<file path="src/rtl/si_tag_serializer_if.sv">
// rtl/si_tag_serializer_if.sv - beat-in / tag-out stream bundle for si_tag_serializer
//
// Input side (s_axis_*): multi-lane beats of up to NUMBER_OF_WORDS tags.
//   s_axis_tvalid, s_axis_tready, s_axis_tagtime[N] (64b, 1/3 ps),
//   s_axis_channel[N] (6b signed), s_axis_tkeep[N] (lane present).
// Output side (m_axis_*): one tag per handshake.
//   m_axis_tvalid, m_axis_tready, m_axis_tagtime (64b), m_axis_channel (6b signed),
//   m_axis_lane (source lane), m_axis_tlast (last tag of its beat).
// Modport slave is the serializer's view; modport master is the surrounding logic's view.
interface si_tag_serializer_if #(
    parameter int NUMBER_OF_WORDS = 4
);
    localparam int LANE_W = (NUMBER_OF_WORDS > 1) ? $clog2(NUMBER_OF_WORDS) : 1;

    logic                              s_axis_tvalid;
    logic                              s_axis_tready;
    logic [NUMBER_OF_WORDS-1:0][63:0]  s_axis_tagtime;
    logic [NUMBER_OF_WORDS-1:0][5:0]   s_axis_channel;
    logic [NUMBER_OF_WORDS-1:0]        s_axis_tkeep;

    logic                              m_axis_tvalid;
    logic                              m_axis_tready;
    logic [63:0]                       m_axis_tagtime;
    logic signed [5:0]                 m_axis_channel;
    logic [LANE_W-1:0]                 m_axis_lane;
    logic                              m_axis_tlast;

    modport slave (
        input  s_axis_tvalid, s_axis_tagtime, s_axis_channel, s_axis_tkeep, m_axis_tready,
        output s_axis_tready, m_axis_tvalid, m_axis_tagtime, m_axis_channel, m_axis_lane,
               m_axis_tlast
    );

    modport master (
        output s_axis_tvalid, s_axis_tagtime, s_axis_channel, s_axis_tkeep, m_axis_tready,
        input  s_axis_tready, m_axis_tvalid, m_axis_tagtime, m_axis_channel, m_axis_lane,
               m_axis_tlast
    );
endinterface

</file>
<file path="src/rtl/si_tag_serializer.sv">
// rtl/si_tag_serializer.sv - serializes sparse multi-lane tag beats into one tag per cycle
//
// Ports:
//   clk            clock
//   rst_n          asynchronous active-low reset
//   channel_enable per-channel enable, only with SI_TAG_SERIALIZER_FILTER_EN defined
//                  (bit c-1 = +c, bit CHANNEL_COUNT+c-1 = -c)
//   bus            si_tag_serializer_if.slave: s_axis_* beats in, m_axis_* tags out
//   tag_count      number of emitted tags, wraps modulo 2^32
//
// Optional feature macro: SI_TAG_SERIALIZER_FILTER_EN (channel filter at load time).
module si_tag_serializer #(
    parameter int CHANNEL_COUNT   = 20,
    parameter int NUMBER_OF_WORDS = 4
) (
    input  logic                       clk,
    input  logic                       rst_n,
`ifdef SI_TAG_SERIALIZER_FILTER_EN
    input  logic [2*CHANNEL_COUNT-1:0] channel_enable,
`endif
    si_tag_serializer_if.slave         bus,
    output logic [31:0]                tag_count
);
    localparam int N      = NUMBER_OF_WORDS;
    localparam int LANE_W = (N > 1) ? $clog2(N) : 1;

    logic [N-1:0][63:0] time_q;
    logic [N-1:0][5:0]  chan_q;
    logic [N-1:0]       pending_q, pending_d;
    logic [31:0]        count_q;

    logic [LANE_W-1:0]  sel;
    logic               any_pending;
    logic               one_pending;
    logic               s_fire;
    logic               m_fire;
    logic [N-1:0]       load_mask;

    // Lowest pending lane is the oldest tag still held.
    always_comb begin
        sel = '0;
        for (int i = N - 1; i >= 0; i--) begin
            if (pending_q[i]) sel = LANE_W'(i);
        end
    end

    assign any_pending = |pending_q;
    assign one_pending = any_pending && ((pending_q & (pending_q - N'(1))) == '0);

`ifdef SI_TAG_SERIALIZER_FILTER_EN
    logic [N-1:0] lane_en;

    // Match each lane's signed channel against every enable bit; an unmatched
    // code (0 or out of range) leaves the lane disabled.
    always_comb begin
        lane_en = '0;
        for (int i = 0; i < N; i++) begin
            for (int c = 1; c <= CHANNEL_COUNT; c++) begin
                if (bus.s_axis_channel[i] == 6'(c))
                    lane_en[i] = channel_enable[c-1];
                if (bus.s_axis_channel[i] == 6'(-c))
                    lane_en[i] = channel_enable[CHANNEL_COUNT+c-1];
            end
        end
    end

    assign load_mask = bus.s_axis_tkeep & lane_en;
`else
    assign load_mask = bus.s_axis_tkeep;
`endif

    // Accept a new beat when empty, or when the final held tag leaves this cycle.
    assign bus.s_axis_tready = !any_pending || (one_pending && bus.m_axis_tready);
    assign s_fire            = bus.s_axis_tvalid && bus.s_axis_tready;
    assign m_fire            = any_pending && bus.m_axis_tready;

    assign bus.m_axis_tvalid  = any_pending;
    assign bus.m_axis_tagtime = any_pending ? time_q[sel] : 64'd0;
    assign bus.m_axis_channel = any_pending ? $signed(chan_q[sel]) : 6'sd0;
    assign bus.m_axis_lane    = any_pending ? sel : '0;
    assign bus.m_axis_tlast   = one_pending;
    assign tag_count          = count_q;

    // Load overrides the clear so back-to-back beats leave no bubble.
    always_comb begin
        pending_d = pending_q;
        if (m_fire) pending_d[sel] = 1'b0;
        if (s_fire) pending_d = load_mask;
    end

    always_ff @(posedge clk or negedge rst_n) begin
        if (!rst_n) begin
            time_q    <= '0;
            chan_q    <= '0;
            pending_q <= '0;
            count_q   <= '0;
        end else begin
            pending_q <= pending_d;
            if (s_fire) begin
                time_q <= bus.s_axis_tagtime;
                chan_q <= bus.s_axis_channel;
            end
            if (m_fire) count_q <= count_q + 32'd1;
        end
    end
endmodule

</file>
<file path="src/flat_wrapper.sv">
// flat-port wrapper written by rule: the top's interface ports become plain ports
module si_tag_serializer_flat 
#(
    parameter int CHANNEL_COUNT   = 20,
    parameter int NUMBER_OF_WORDS = 4
)
  (clk, rst_n, tag_count, bus_s_axis_tvalid, bus_s_axis_tagtime, bus_s_axis_channel, bus_s_axis_tkeep, bus_m_axis_tready, bus_s_axis_tready, bus_m_axis_tvalid, bus_m_axis_tagtime, bus_m_axis_channel, bus_m_axis_lane, bus_m_axis_tlast);
  si_tag_serializer_if #(.NUMBER_OF_WORDS(NUMBER_OF_WORDS)) bus_i ();
  input  logic clk;
  input  logic rst_n;
  output logic [31:0] tag_count;
  input wire logic [$bits(bus_i.s_axis_tvalid)-1:0] bus_s_axis_tvalid;
  input wire logic [$bits(bus_i.s_axis_tagtime)-1:0] bus_s_axis_tagtime;
  input wire logic [$bits(bus_i.s_axis_channel)-1:0] bus_s_axis_channel;
  input wire logic [$bits(bus_i.s_axis_tkeep)-1:0] bus_s_axis_tkeep;
  input wire logic [$bits(bus_i.m_axis_tready)-1:0] bus_m_axis_tready;
  output wire logic [$bits(bus_i.s_axis_tready)-1:0] bus_s_axis_tready;
  output wire logic [$bits(bus_i.m_axis_tvalid)-1:0] bus_m_axis_tvalid;
  output wire logic [$bits(bus_i.m_axis_tagtime)-1:0] bus_m_axis_tagtime;
  output wire logic [$bits(bus_i.m_axis_channel)-1:0] bus_m_axis_channel;
  output wire logic [$bits(bus_i.m_axis_lane)-1:0] bus_m_axis_lane;
  output wire logic [$bits(bus_i.m_axis_tlast)-1:0] bus_m_axis_tlast;
  assign bus_i.s_axis_tvalid = bus_s_axis_tvalid;
  assign bus_i.s_axis_tagtime = bus_s_axis_tagtime;
  assign bus_i.s_axis_channel = bus_s_axis_channel;
  assign bus_i.s_axis_tkeep = bus_s_axis_tkeep;
  assign bus_i.m_axis_tready = bus_m_axis_tready;
  assign bus_s_axis_tready = bus_i.s_axis_tready;
  assign bus_m_axis_tvalid = bus_i.m_axis_tvalid;
  assign bus_m_axis_tagtime = bus_i.m_axis_tagtime;
  assign bus_m_axis_channel = bus_i.m_axis_channel;
  assign bus_m_axis_lane = bus_i.m_axis_lane;
  assign bus_m_axis_tlast = bus_i.m_axis_tlast;
  si_tag_serializer #(.CHANNEL_COUNT(CHANNEL_COUNT), .NUMBER_OF_WORDS(NUMBER_OF_WORDS)) u_core (.clk(clk), .rst_n(rst_n), .bus(bus_i), .tag_count(tag_count));
endmodule
</file>
<file path="config.mk">
export PLATFORM = sky130hd
export DESIGN_NAME = si_tag_serializer_flat
export DESIGN_NICKNAME = d
export VERILOG_FILES = /design/src/rtl/si_tag_serializer_if.sv /design/src/rtl/si_tag_serializer.sv /design/src/flat_wrapper.sv
export SDC_FILE = /design/constraint.sdc
export NUM_CORES = 1
export LEC_CHECK = 0
export ABC_AREA = 1
export BUFFER_PORTS_ARGS = -buffer_cell sky130_fd_sc_hd__clkbuf_2
export CAP_MARGIN = 20
export CORE_AREA = 2 2 190 192
export DETAILED_ROUTE_END_ITERATION = 12
export DIE_AREA = 0 0 192 194
export MAX_ROUTING_LAYER = met4
export PLACE_DENSITY_LB_ADDON = 0.3
export SYNTH_ARGS = -nofsm -noshare
export SYNTH_HDL_FRONTEND = slang
export SYNTH_SLANG_ARGS = --single-unit
</file>
<file path="constraint.sdc">
create_clock -name clk -period 2.4 [get_ports clk]
set_input_delay 0.48 -clock clk [delete_from_list [all_inputs] [get_ports clk]]
set_output_delay 0.48 -clock clk [all_outputs]
set_load 0.05 [all_outputs]
</file>
======== Word-level counts from Yosys, hierarchy flattened ========
Index checks and enable logic that the tools add are counted.
operators by class
  bitwise gates (word level) .............. 3
  reduce and logical (&&, ||, !) cells .... 10
  $add $sub $neg .......................... 2
  multiplexer cells ....................... 15
  order comparisons ....................... 2
operator list
  operator                                                            number
  binary-select mux 64 bit (select 2 bit)                             1
  2-to-1 mux 64 bit                                                   2
  adder 32 x 1 -> 32 bit (second input constant)                      1
  binary-select mux 6 bit (select 2 bit)                              1
  2-to-1 mux 6 bit                                                    2
  2-to-1 mux 2 bit                                                    5
  AND 4 bit                                                           2
  2-to-1 mux 4 bit                                                    2
  logical AND 1 bit                                                   5
  zero test 4 bit                                                     1
  NOT 4 bit                                                           1
  OR reduction 4 bit                                                  1
  subtractor 4 x 1 -> 4 bit (second input constant)                   1
  less-than comparator 2 x 3 -> 1 bit (second input constant)         1
  demux 1 bit (select 2 bit)                                          1
  greater-or-equal comparator 2 x 1 -> 1 bit (second input constant)  1
  nonzero test 2 bit                                                  1
  zero test 1 bit                                                     1
  logical OR 1 bit                                                    1
  2-to-1 mux 1 bit                                                    1
word-level totals
  bits of input ports ..................... 288
  word-level logic and storage cells ...... 42
  output and inout port bits .............. 107
  register bits ........................... 316

======== Longest topological paths before layout ========
Gate-level depths: netlist of run 1.
  depth after elaboration ................. 12
  depth in mapped cells ................... 11
  depth with buffers taken out ............ 10

======== Least setup slack after synthesis of run 1 ========
OpenSTA, ideal clock, no wires.
  path kind ............................... register to output
  start ................................... register u_core.pending_q[2]
  end ..................................... output port bus_m_axis_tagtime[55]
  stages on the path, launching flop included .. 9
  data arrival time ....................... 2,100 ps
  path buffers ............................ 3
  data required time ...................... 1,920 ps
  setup slack ............................. -180 ps
  cells stage by stage .................... dfrtp_1 > buf_4 > nor2_4 > nor2_2 > buf_2 > buf_2 > a21oi_1 > o21ai_0 > a21oi_1
between the ends
  cells in the longest elaborated chain, start to end .. 6
  elaborated cells between the ends (all ways) .. 7
  those cells by class .................... mux: 6; reduce/logical: 1
ends and longest elaborated chain
  element                                  line                     RTL
  start: declaration                       si_tag_serializer.sv:29  logic [N-1:0] pending_q, pending_d;
  start signal: assignment                 si_tag_serializer.sv:98  pending_q <= pending_d;
  2-to-1 mux 2 bit (3 in a row)            si_tag_serializer.sv:43  if (pending_q[i]) sel = LANE_W'(i);
  binary-select mux 64 bit (select 2 bit)  si_tag_serializer.sv:78  assign bus.m_axis_tagtime = any_pending ? time_q[sel] : 64'd0;
  2-to-1 mux 64 bit (not written as such)  si_tag_serializer.sv:78
  2-to-1 mux 64 bit *                      si_tag_serializer.sv:78
  end: declaration                         flat_wrapper.sv:19       output wire logic [$bits(bus_i.m_axis_tagtime)-1:0] bus_m_axis_tagtime;
Every way passes the cells marked *; elsewhere a longest branch is shown, timed or not. The select of a mux whose other input is x is not followed.

======== Final worst setup path of run 1 ========
  start ................................... register u_core.pending_q[2]
  end ..................................... output port bus_m_axis_tagtime[22]
The elaborated chain is that of the path after synthesis.

==> results of run 1 <==
-- layer usage --
| metal | track usage, % | part of all wire, % | vias to the layer above | wire length (um) |
|---|---|---|---|---|
| met3 | 5.756 | 8.1 | 147 | 4777 |
| met2 | 46.29 | 48 | 787 | 27880 |
| met4 | 10.15 | 4.0 | 0 | 2354 |
| met1 | 39.88 | 40 | 7768 | 23620 |
| li1 | - | - | 7405 | - |
| met5 | - | 0 | - | 0 |
-- per-stage QoR --
step	TNS [ns]	area (um2)	std cells	setup slack (ns)
global route	-25.58	22210	2934	-0.4128
global placement	0	18720	2810	0.1156
finish	-18.96	22210	2934	-0.3431
floorplan	0	15870	2058	0.06819
CTS	-18.83	21130	2901	-0.3121
detailed placement	0	18720	2810	0.1114
-- Yosys cell counts --
library cell / instances / area share (%)
nand3b_1: 8 / 0.38
buf_2: 64 / 2.1
buf_4: 12 / 0.58
inv_2: 3 / 0.072
inv_1: 170 / 4.1
nor3_1: 3 / 0.096
nand2_1: 606 / 15
nor2_1: 119 / 2.9
ha_1: 1 / 0.080
xor2_1: 9 / 0.51
nand4_1: 7 / 0.28
dfrtp_1: 316 / 51
xnor2_1: 9 / 0.51
a21oi_1: 210 / 6.7
nor3_2: 1 / 0.064
nand2_4: 3 / 0.22
nand3_2: 1 / 0.064
nor2_2: 2 / 0.080
clkbuf_1: 67 / 1.6
buf_6: 2 / 0.14
nand3_1: 369 / 12
nor2_4: 1 / 0.072
o21ai_0: 75 / 2.4
-- sequential cells by signal, summed over array words and instances, names as in the netlist --
| signal | flops |
|---|---|
| u_core.time_q | 256 |
| u_core.tag_count | 32 |
| u_core.chan_q | 24 |
| u_core.pending_q | 4 |
-- tightest hold or removal path, stage by stage --
cell,delay [ns]
clkbuf_2,0.08
nand3_1,0.06
nand2_1,0.05
-- kinds of logic after synthesis --
kind of cell	count (synthesis)	share of synthesized area (%)
buffers and inverters	318	8.549
AOI/OAI and AO/OA	285	9.142
and+or+nand+nor	1120	30.54
xor gates and xnor gates	18	1.010
DFF	316	50.68
adders and majority gates	1	0.08018
-- area by class of cell --
cell class | instances | area, um2
fill | 3033 | 13010
sequential | 316 | 7910
multi-input combinational | 1424 | 7268
timing repair buffer | 491 | 4616
clock buffer | 57 | 1094
inverter | 173 | 674.4
tap | 461 | 576.8
clock inverter | 5 | 53.80
antenna | 7 | 17.52
-- path summary, 6_finish.rpt --
check                                        start                endpoint  slack [ns]  cells after the start
setup / recovery               u_core.pending_q[2]  bus_m_axis_tagtime[22]       -0.34                     12
hold / removal             bus_s_axis_tagtime[157]      u_core.time_q[157]        0.18                      3
setup reg to reg               u_core.pending_q[2]       u_core.time_q[53]        0.20                     12
hold reg to reg                   u_core.chan_q[7]        u_core.chan_q[7]        0.47                      2
max in group asynchronous                    rst_n    u_core.tag_count[15]        1.10                      3
min in group asynchronous                    rst_n        u_core.chan_q[4]        0.52                      2
-- placed cells by master (no fill, tap or decap), types with 6 or more instances in the layout --
| cell | instances |
|---|---|
| a21oi_4 | 24 |
| buf_6 | 10 |
| dfrtp_1 | 314 |
| nand4_1 | 7 |
| nand2_1 | 585 |
| nand3_2 | 34 |
| xnor2_1 | 9 |
| inv_2 | 32 |
| xor2_1 | 9 |
| nor2_1 | 118 |
| o21ai_2 | 12 |
| clkbuf_8 | 6 |
| nand2_2 | 19 |
| a21oi_2 | 63 |
| clkbuf_16 | 53 |
| buf_8 | 57 |
| o21ai_1 | 43 |
| diode_2 | 7 |
| nand3b_1 | 8 |
| nand3_4 | 6 |
| buf_4 | 21 |
| inv_1 | 139 |
| nand3_1 | 330 |
| o21ai_0 | 20 |
| a21oi_1 | 123 |
| clkbuf_2 | 318 |
| buf_16 | 19 |
| buf_12 | 50 |
| clkbuf_1 | 13 |
-- timing repair --
| action | 4_1_cts | 5_1_grt |
|---|---|---|
| pin swaps | 35 | 67 |
| setup buffers | 16 | 8 |
| setup endpoints to repair | 73 | 74 |
| gates cloned | 12 | 20 |
| gates resized for setup | 202 | 218 |
| endpoints found under the hold margin | 50 | 0 |
| hold buffers | 1 | 0 |
==> reports/metrics.cfg, run 1 <==
[timing]
maxSlewViolCount=0
worst_pin_slew_ns=0.6392
finalHoldViolations=0
max_freq_ghz=0.3646
min_period_over_period_pct=114.3
slew_headroom_pct=57.39
layout_min_cycle_time_ns=2.743
hold_slack_ns=0.1828
rsz0062_at_grt=true
setup_viol=72
fin_worst_skew_ns=0.02434
fin_ws_ns=-0.3431

[route]
routed_wl_mm=58.63
wire_per_inst_um=19.98
antenna_violating_nets_post_route=0
drtIter0Drc=1680
drtPass1Iterations=5
avgViaCountPerCell=5.490
drc_errors=0
vias=16110

[global_route]
grtUsageTotal_pct=30.05
grt_max_degree=132
grt_pass1_wl_mm=85.40
grt_pass1_vias=15550
overflow=0
antenna_found_initial=7

[synthesis]
ys_seq_area_share_pct=50.68
yosys.cell_types.count=23
yosys_register_bits=316
avgSynthCellArea_um2=7.581
syn_area_um2=15600
netlist_instances=2058
syn-num-nets=2347
yosys_warnings=0

[cts]
insertion_delay_ns=0.53
cts_max_path_buffers=3
cts.clk_slew.worst_paths_ns=0.06
cts_buffers=37
cts_tree=built
htree_num_levels=2
ctsRootBufferMaster=clkbuf_16
cts_sinks=316

[setup_path]
start_kind=register
cp.required_ns=1.92
crit_arrival_ns=2.26
crit_fanout=5
cpLargestDelayFamily=buffers and inverters
path_common_cell=buf_12
worstPathCellList=inv_2 -> nand2_2 -> nand2_4 -> nand2_8 -> clkinv_8 -> buf_12 -> clkbuf_16 -> nand3_2 -> nand2_1 -> inv_1 -> a21oi_2 -> buf_12
crit_buf_inv=6
setup.worst_path.end_class=output pin
max_stage_delay_ns=0.44
crit_slowest_cell=dfrtp_2
crit_type=register to output pin

[status]
status=finished with violations
violations=negative setup slack

[floorplan]
io_pins=395
die_width_um=192
coreArea_um2=35220
dieHeight_um=194
die_area_um2=37250
start_util_pct=44.30
rows=69

[placement]
io_buffers=394
gp_congestion=0.9784
place_hpwl_mm=35.16

[final_layout]
synthToLayoutAreaGrowth_pct=42.35
fin_util_pct=63.05
nNetsFinal=2732
drive_gt1_share_pct=30.13

[min_path]
hold_class=input port to register

[run]
max-cap-violations=0

Power of run 1 is not shown: default switching activity piles up to over one toggle a cycle in this logic, so the estimate is an artifact.
==> run 2, diff against run 1 <==
BUFFER_PORTS_ARGS = unset   (was -buffer_cell sky130_fd_sc_hd__clkbuf_2)
DONT_BUFFER_PORTS = 1   (was unset)
==> run 2 against run 1 <==
Effect of this change: the run ends with negative hold slack, negative setup slack left; largest cell class unchanged; hold slack worse by 0.51 ns; critical path type unchanged; wire length is 1.5% lower; sequential cell count stayed put.
==> reports/metrics.cfg, run 2 (same netlist as run 1, synthesis figures left out) <==
[final_layout]
nNetsFinal=2451  ; -10%
fill_cells=2968  ; -2.1%
synthToLayoutAreaGrowth_pct=39.55
layout_common_cells=nand2_1, nand3_1, dfrtp_1
register_area_um2=7910  ; unchanged
multi_input_comb_area_um2=7779  ; +7.0%
fin_util_pct=61.81  ; -1.2 points
fin_cells=2652  ; -9.6%
layout_commonest_cell=nand2_1
top_register=u_core.time_q
drive_gt1_share_pct=24.65  ; -5.5 points
fin_area_um2=21770  ; -2.0%
largest_reg_flops=256  ; unchanged

[route]
antenna_violating_nets_post_route=0  ; unchanged
drtPass1Iterations=7  ; +2
drtIter0Drc=1188  ; -29%
routed_wl_mm=57.75  ; -1.5%
wire_per_inst_um=21.78  ; +9.0%
avgViaCountPerCell=5.675  ; +3.4%
drc_errors=0  ; unchanged
vias=15050  ; -6.6%

[setup_path]
crit_arrival_ns=2.25  ; about the same
regToRegSetupSlack_ns=0.24  ; +0.04 ns
setup.worst_path.end_class=output pin
crit_type=register to output pin
cp.required_ns=1.92  ; about the same
start_kind=register
crit_fanout=7  ; +2

[floorplan]
rows=69  ; unchanged
dieHeight_um=194  ; unchanged
start_util_pct=44.30  ; unchanged
die_width_um=192  ; unchanged
die_area_um2=37250  ; unchanged
io_pins=395  ; unchanged
coreArea_um2=35220  ; unchanged

[timing]
finalHoldViolations=316  ; +316
layout_min_cycle_time_ns=2.726  ; -0.01689 ns
max_freq_ghz=0.3668  ; +0.62%
worst_pin_slew_ns=1.158  ; +0.5185 ns
fin_worst_skew_ns=0.01994  ; -0.004406 ns
setup_viol=72  ; unchanged
fin_ws_ns=-0.3262  ; +0.01689 ns
rsz0062_at_grt=true
min_period_over_period_pct=113.6  ; -0.70 points
hold_slack_ns=-0.3318  ; -0.5145 ns
slew_headroom_pct=22.82  ; -35 points
maxSlewViolCount=0  ; unchanged

[status]
violations=negative hold slack, negative setup slack
status=finished with violations

[placement]
io_buffers=0  ; -100%
placed_area_um2=17940  ; -4.2%
dp_cells=2520  ; -10%
place_ws_ns=0.1190  ; +0.007617 ns
place_hpwl_mm=33.02  ; -6.1%
gp_congestion=0.8625  ; -12%

[cts]
cts_buffers=37  ; unchanged
ctsRootBufferMaster=clkbuf_16
insertion_delay_ns=0.52  ; about the same
htree_num_levels=2  ; unchanged
cts.clk_slew.worst_paths_ns=0.06  ; about the same
cts_max_path_buffers=3  ; unchanged
cts_sinks=316  ; unchanged
cts_tree=built

[min_path]
hold_class=input port to async pin

[global_route]
grtUsageTotal_pct=30.86  ; +0.81 points
grt_pass1_wl_mm=86.13  ; +0.86%
antenna_found_initial=4  ; -3
overflow=0  ; unchanged
grt_max_degree=317  ; +140%
grt_pass1_vias=15020  ; -3.4%

[run]
max-cap-violations=0  ; unchanged

==> run 2: cell count changes in the layout (fill, tap and decap cells not counted), sizes merged <==
| cell | change |
|---|---|
| buf | +41 |
| diode | -3 |
| clkbuf | -328 |
| bufbuf | +6 |
| dlygate4sd3 | -1 |
| clkinv | +3 |
==> run 2: per-stage QoR <==
stage                     hold WS (ns)  TNS (ns)
final                          -0.3318    -18.65
after detailed placement        0.1945         0
after CTS                      -0.3482    -20.67
after global placement          0.1920         0
after global routing           -0.3529    -24.87
after floorplan                 0.1844         0
==> run 2: worst paths after layout <==
path	end	from	depth (start not counted)
worst max-delay path	bus_m_axis_tagtime[53]	u_core.pending_q[1]	13
worst min-delay path	u_core.chan_q[9]	rst_n	0
worst max register to register	u_core.time_q[42]	u_core.pending_q[2]	10
worst min register to register	u_core.time_q[182]	u_core.time_q[182]	2
max in group asynchronous	u_core.pending_q[3]	rst_n	0
min in group clk	u_core.time_q[150]	bus_s_axis_tagtime[150]	2
==> run 2: timing repair <==
action	in CTS	in global routing
cloned	29	6
endpoints found under the setup margin	73	76
pin swaps	65	80
setup buffers	21	11
endpoints found under the hold margin	316	316
resized for setup	248	145
==> run 2: final cells by class <==
class / instances / area share, %
Clock buffer: 56 / 5.097
Timing Repair Buffer: 210 / 16.69
Antenna cell: 4 / 0.04597
Tap cell: 461 / 2.649
Sequential cell: 316 / 36.33
Inverter: 173 / 3.109
Multi-Input combinational cell: 1424 / 35.73
Clock inverter: 8 / 0.3505
==> run 2: worst max-delay path, stage by stage (launching register included) <==
cell,delay (ns)
dfrtp_1,0.39
inv_2,0.09
buf_4,0.13
nand2_4,0.06
nand2_8,0.15
clkinv_8,0.09
buf_12,0.13
buf_16,0.13
buf_12,0.14
nand3_1,0.07
nand2_1,0.07
inv_2,0.09
a21oi_4,0.07
buf_12,0.15
==> run 2: metal layers <==
| metal | track usage [%] | wire length (um) |
|---|---|---|
| met1 | 37.97 | 22230 |
| met2 | 48.39 | 27390 |
| met3 | 7.855 | 5318 |
| met4 | 12.69 | 2813 |
| met5 | - | 0 |
Power of run 2 is left out for the same reason.
==> run 3, diff against run 2 <==
ABC_AREA = unset   (was 1)
CORE_AREA = 2 2 180 182   (was 2 2 190 192)
DIE_AREA = 0 0 182 184   (was 0 0 192 194)
==> run 3 against run 2 <==
Effect of this change: the flow still finishes with violations (negative hold slack, negative setup slack); clock skew rose by 0.00087 ns; wire length fell by 36%; cell area fell by 17%; highest routed layer unchanged; first-iteration DRC count fell by 55%; count of clock-buffer cells in the layout fell by 1; cell count fell by 36%; worst setup slack improved by 0.13 ns; hold slack improved by 0.0079 ns; synthesized cell count fell by 44%; maximum frequency rose by 4.8%; sequential share of layout area rose by 7.7 points; die area fell by 10%.
==> reports/metrics.cfg, run 3 <==
[status]
status=finished with violations
violations=negative hold slack, negative setup slack

[floorplan]
dieHeight_um=184  ; -5.2%
rows=65  ; -5.8%
die_width_um=182  ; -5.2%
io_pins=395  ; unchanged
die_area_um2=33490  ; -10%
start_util_pct=44.70  ; +0.40 points
coreArea_um2=31390  ; -11%

[power]
p_per_area_nw_per_um2=1823
p_int_w=0.01937
ir_drop_mv=1.164
comb_power_share_pct=55.5
p_sw_w=0.01341
p_leak_nw=7.605
clkPwrFrac_pct=16.2
pwr-share-seq_pct=28.3
switching_share_pct=40.92

[final_layout]
largest_reg_flops=256  ; unchanged
layout_common_cells=dfrtp_1, mux2_1, buf_12
fin_cells=1691  ; -36%
nNetsFinal=1535  ; -37%
top_register=u_core.time_q
drive_gt1_share_pct=24.15  ; -0.49 points
layout_commonest_cell=dfrtp_1
synthToLayoutAreaGrowth_pct=28.15

[placement]
dp_cells=1601  ; -36%
place_ws_ns=0.2242  ; +0.1052 ns
gp_congestion=0.8153  ; -5.5%
place_hpwl_mm=24.98  ; -24%
io_buffers=0  ; unchanged

[route]
drtIter0Drc=529  ; -55%
wire_per_inst_um=21.76  ; about the same
antenna_violating_nets_post_route=0  ; unchanged
vias=9349  ; -38%
drc_errors=0  ; unchanged
avgViaCountPerCell=5.529  ; -2.6%
drtPass1Iterations=4  ; -3
routed_wl_mm=36.80  ; -36%

[synthesis]
async_flop_share_pct=100.0  ; unchanged
synthFlopType=dfrtp_1
yosys_warnings=0  ; unchanged
synth.top_cell.area_share_pct=56.36  ; +5.7 points
yosys_register_bits=316  ; unchanged
synth_top_area_cell=dfrtp_1
synth.area.top_cells=dfrtp_1, mux2_1, a22oi_1, o21ai_0, a21oi_1
yosysMostFrequentCell=dfrtp_1
avgSynthCellArea_um2=12.24  ; +61%
ys_seq_area_share_pct=56.36  ; +5.7 points
synth_edf_count=0  ; unchanged
netlist_instances=1146  ; -44%
syn_area_um2=14030  ; -10%
yosys.cell_types.count=33  ; +43%
syn-num-nets=1435  ; -39%
yosys-top-cells-count=dfrtp_1, mux2_1, nand2_1, nor2_1, o21ai_0

[timing]
min_period_over_period_pct=108.4  ; -5.2 points
fin_worst_skew_ns=0.02081  ; +0.0008712 ns
hold_slack_ns=-0.3238  ; +0.007939 ns
layout_min_cycle_time_ns=2.600  ; -0.1258 ns
setup_viol=71  ; -1.4%
maxSlewViolCount=0  ; unchanged
fin_ws_ns=-0.2004  ; +0.1258 ns
slew_headroom_pct=43.24  ; +20 points
worst_pin_slew_ns=0.8514  ; -0.3063 ns
rsz0062_at_grt=true
max_freq_ghz=0.3845  ; +4.8%
finalHoldViolations=316  ; unchanged

[setup_path]
cp.required_ns=1.92  ; about the same
crit_fanout=7  ; unchanged
setup.worst_path.end_class=output pin
start_kind=register
crit_type=register to output pin
crit_arrival_ns=2.12  ; -0.13 ns

[cts]
cts.clk_slew.worst_paths_ns=0.06  ; about the same
insertion_delay_ns=0.51  ; about the same
cts_sinks=316  ; unchanged
cts_max_path_buffers=3  ; unchanged
cts_tree=built
htree_num_levels=2  ; unchanged
cts_buffers=36  ; -2.7%
ctsRootBufferMaster=clkbuf_16

[global_route]
antenna_found_initial=22  ; +18
use_met2_pct=34.95  ; -13 points
grt_pass1_vias=9759  ; -35%
grt.busiest_layer=met2
use_met3_pct=6.676  ; -1.2 points
grt_pass1_wl_mm=56.84  ; -34%
overflow=0  ; unchanged
met1_usage_pct=28.06  ; -9.9 points
grt_max_degree=317  ; unchanged
grtUsageTotal_pct=22.42  ; -8.4 points

[min_path]
hold_class=input port to async pin

[run]
max-cap-violations=0  ; unchanged

## run 3: repair_timing
item                       4_1_cts  5_1_grt
gates resized for setup         32       20
setup endpoints to repair       72       73
cloned                           2        1
hold endpoints to repair       316      316
setup buffers                    6        1
pin swaps                       37       29
## run 3: cells by family (layout without fill, tap and decap cells)
group	Yosys count	after routing	share of synthesized area, %
mux	281	281	22.55
compound gates	225	225	9.444
buf+inv	87	208	3.121
xor+xnor	32	32	1.998
simple gates	204	204	6.438
flops	316	316	56.36
fa+ha+maj	1	1	0.08916
other cells	0	22	0
## run 3: path summary, 6_finish.rpt
| kind | from | end | slack [ns] | cells after the start |
|---|---|---|---|---|
| max | u_core.pending_q[2] | bus_m_axis_tagtime[30] | -0.20 | 8 |
| min | rst_n | u_core.pending_q[1] | -0.32 | 0 |
| max reg2reg | u_core.pending_q[2] | u_core.time_q[151] | 0.16 | 8 |
| min reg2reg | u_core.time_q[206] | u_core.time_q[206] | 0.48 | 1 |
| max in group asynchronous | rst_n | u_core.tag_count[1] | 2.02 | 0 |
| min in group clk | bus_s_axis_tagtime[170] | u_core.time_q[170] | 0.10 | 1 |
## run 3: critical path: stages, from the launching register on
cell and delay (ns):
dfrtp_2 0.46, nor2b_4 0.20, buf_12 0.18, buf_8 0.14
a22oi_1 0.07, nor2_1 0.11, a21oi_1 0.07, o21ai_2 0.21
buf_12 0.16
## run 3: layout make-up
type                            count  area, um2
Tap cell                          402      503.0
Sequential cell                   316       7916
Timing Repair Buffer              144       2251
Clock buffer                       55       1094
Fill cell                        2552      13410
Clock inverter                      4      52.55
Antenna cell                       22      55.05
Inverter                            5      18.77
Multi-Input combinational cell    743       6091
## run 3: stage by stage
stage	power [W]	hold slack [ns]	TNS, ns	instance area (um2)	util (%)
final	0.03278	-0.3238	-10.00	17980	57.28
after global routing	0.03452	-0.3503	-17.84	17980	57.28
after CTS	0.03287	-0.3407	-12.03	17840	56.83
after detailed placement	0.02689	0.1934	0	16460	52.44
after global placement	0.02652	0.1935	0	16460	52.44
after floorplan	0.01976	0.1844	-0.1961	14290	-
## run 3: power by group through the flow
stage                     logic (W)  registers, W  clock network [W]
final                        0.0182       0.00928            0.00530
after global routing         0.0193       0.00958            0.00567
after CTS                    0.0182       0.00922            0.00542
after detailed placement     0.0176       0.00927                  0
after global placement       0.0174       0.00914                  0
after floorplan              0.0108       0.00901                  0
## run 3: layer usage
metal,up-vias,part of all wire (%)
met5,-,0
met4,0,2.3
met3,61,7.4
met2,310,49
met1,4670,42
li1,4308,-
No activity file was read; power rests on OpenSTA's default activity.
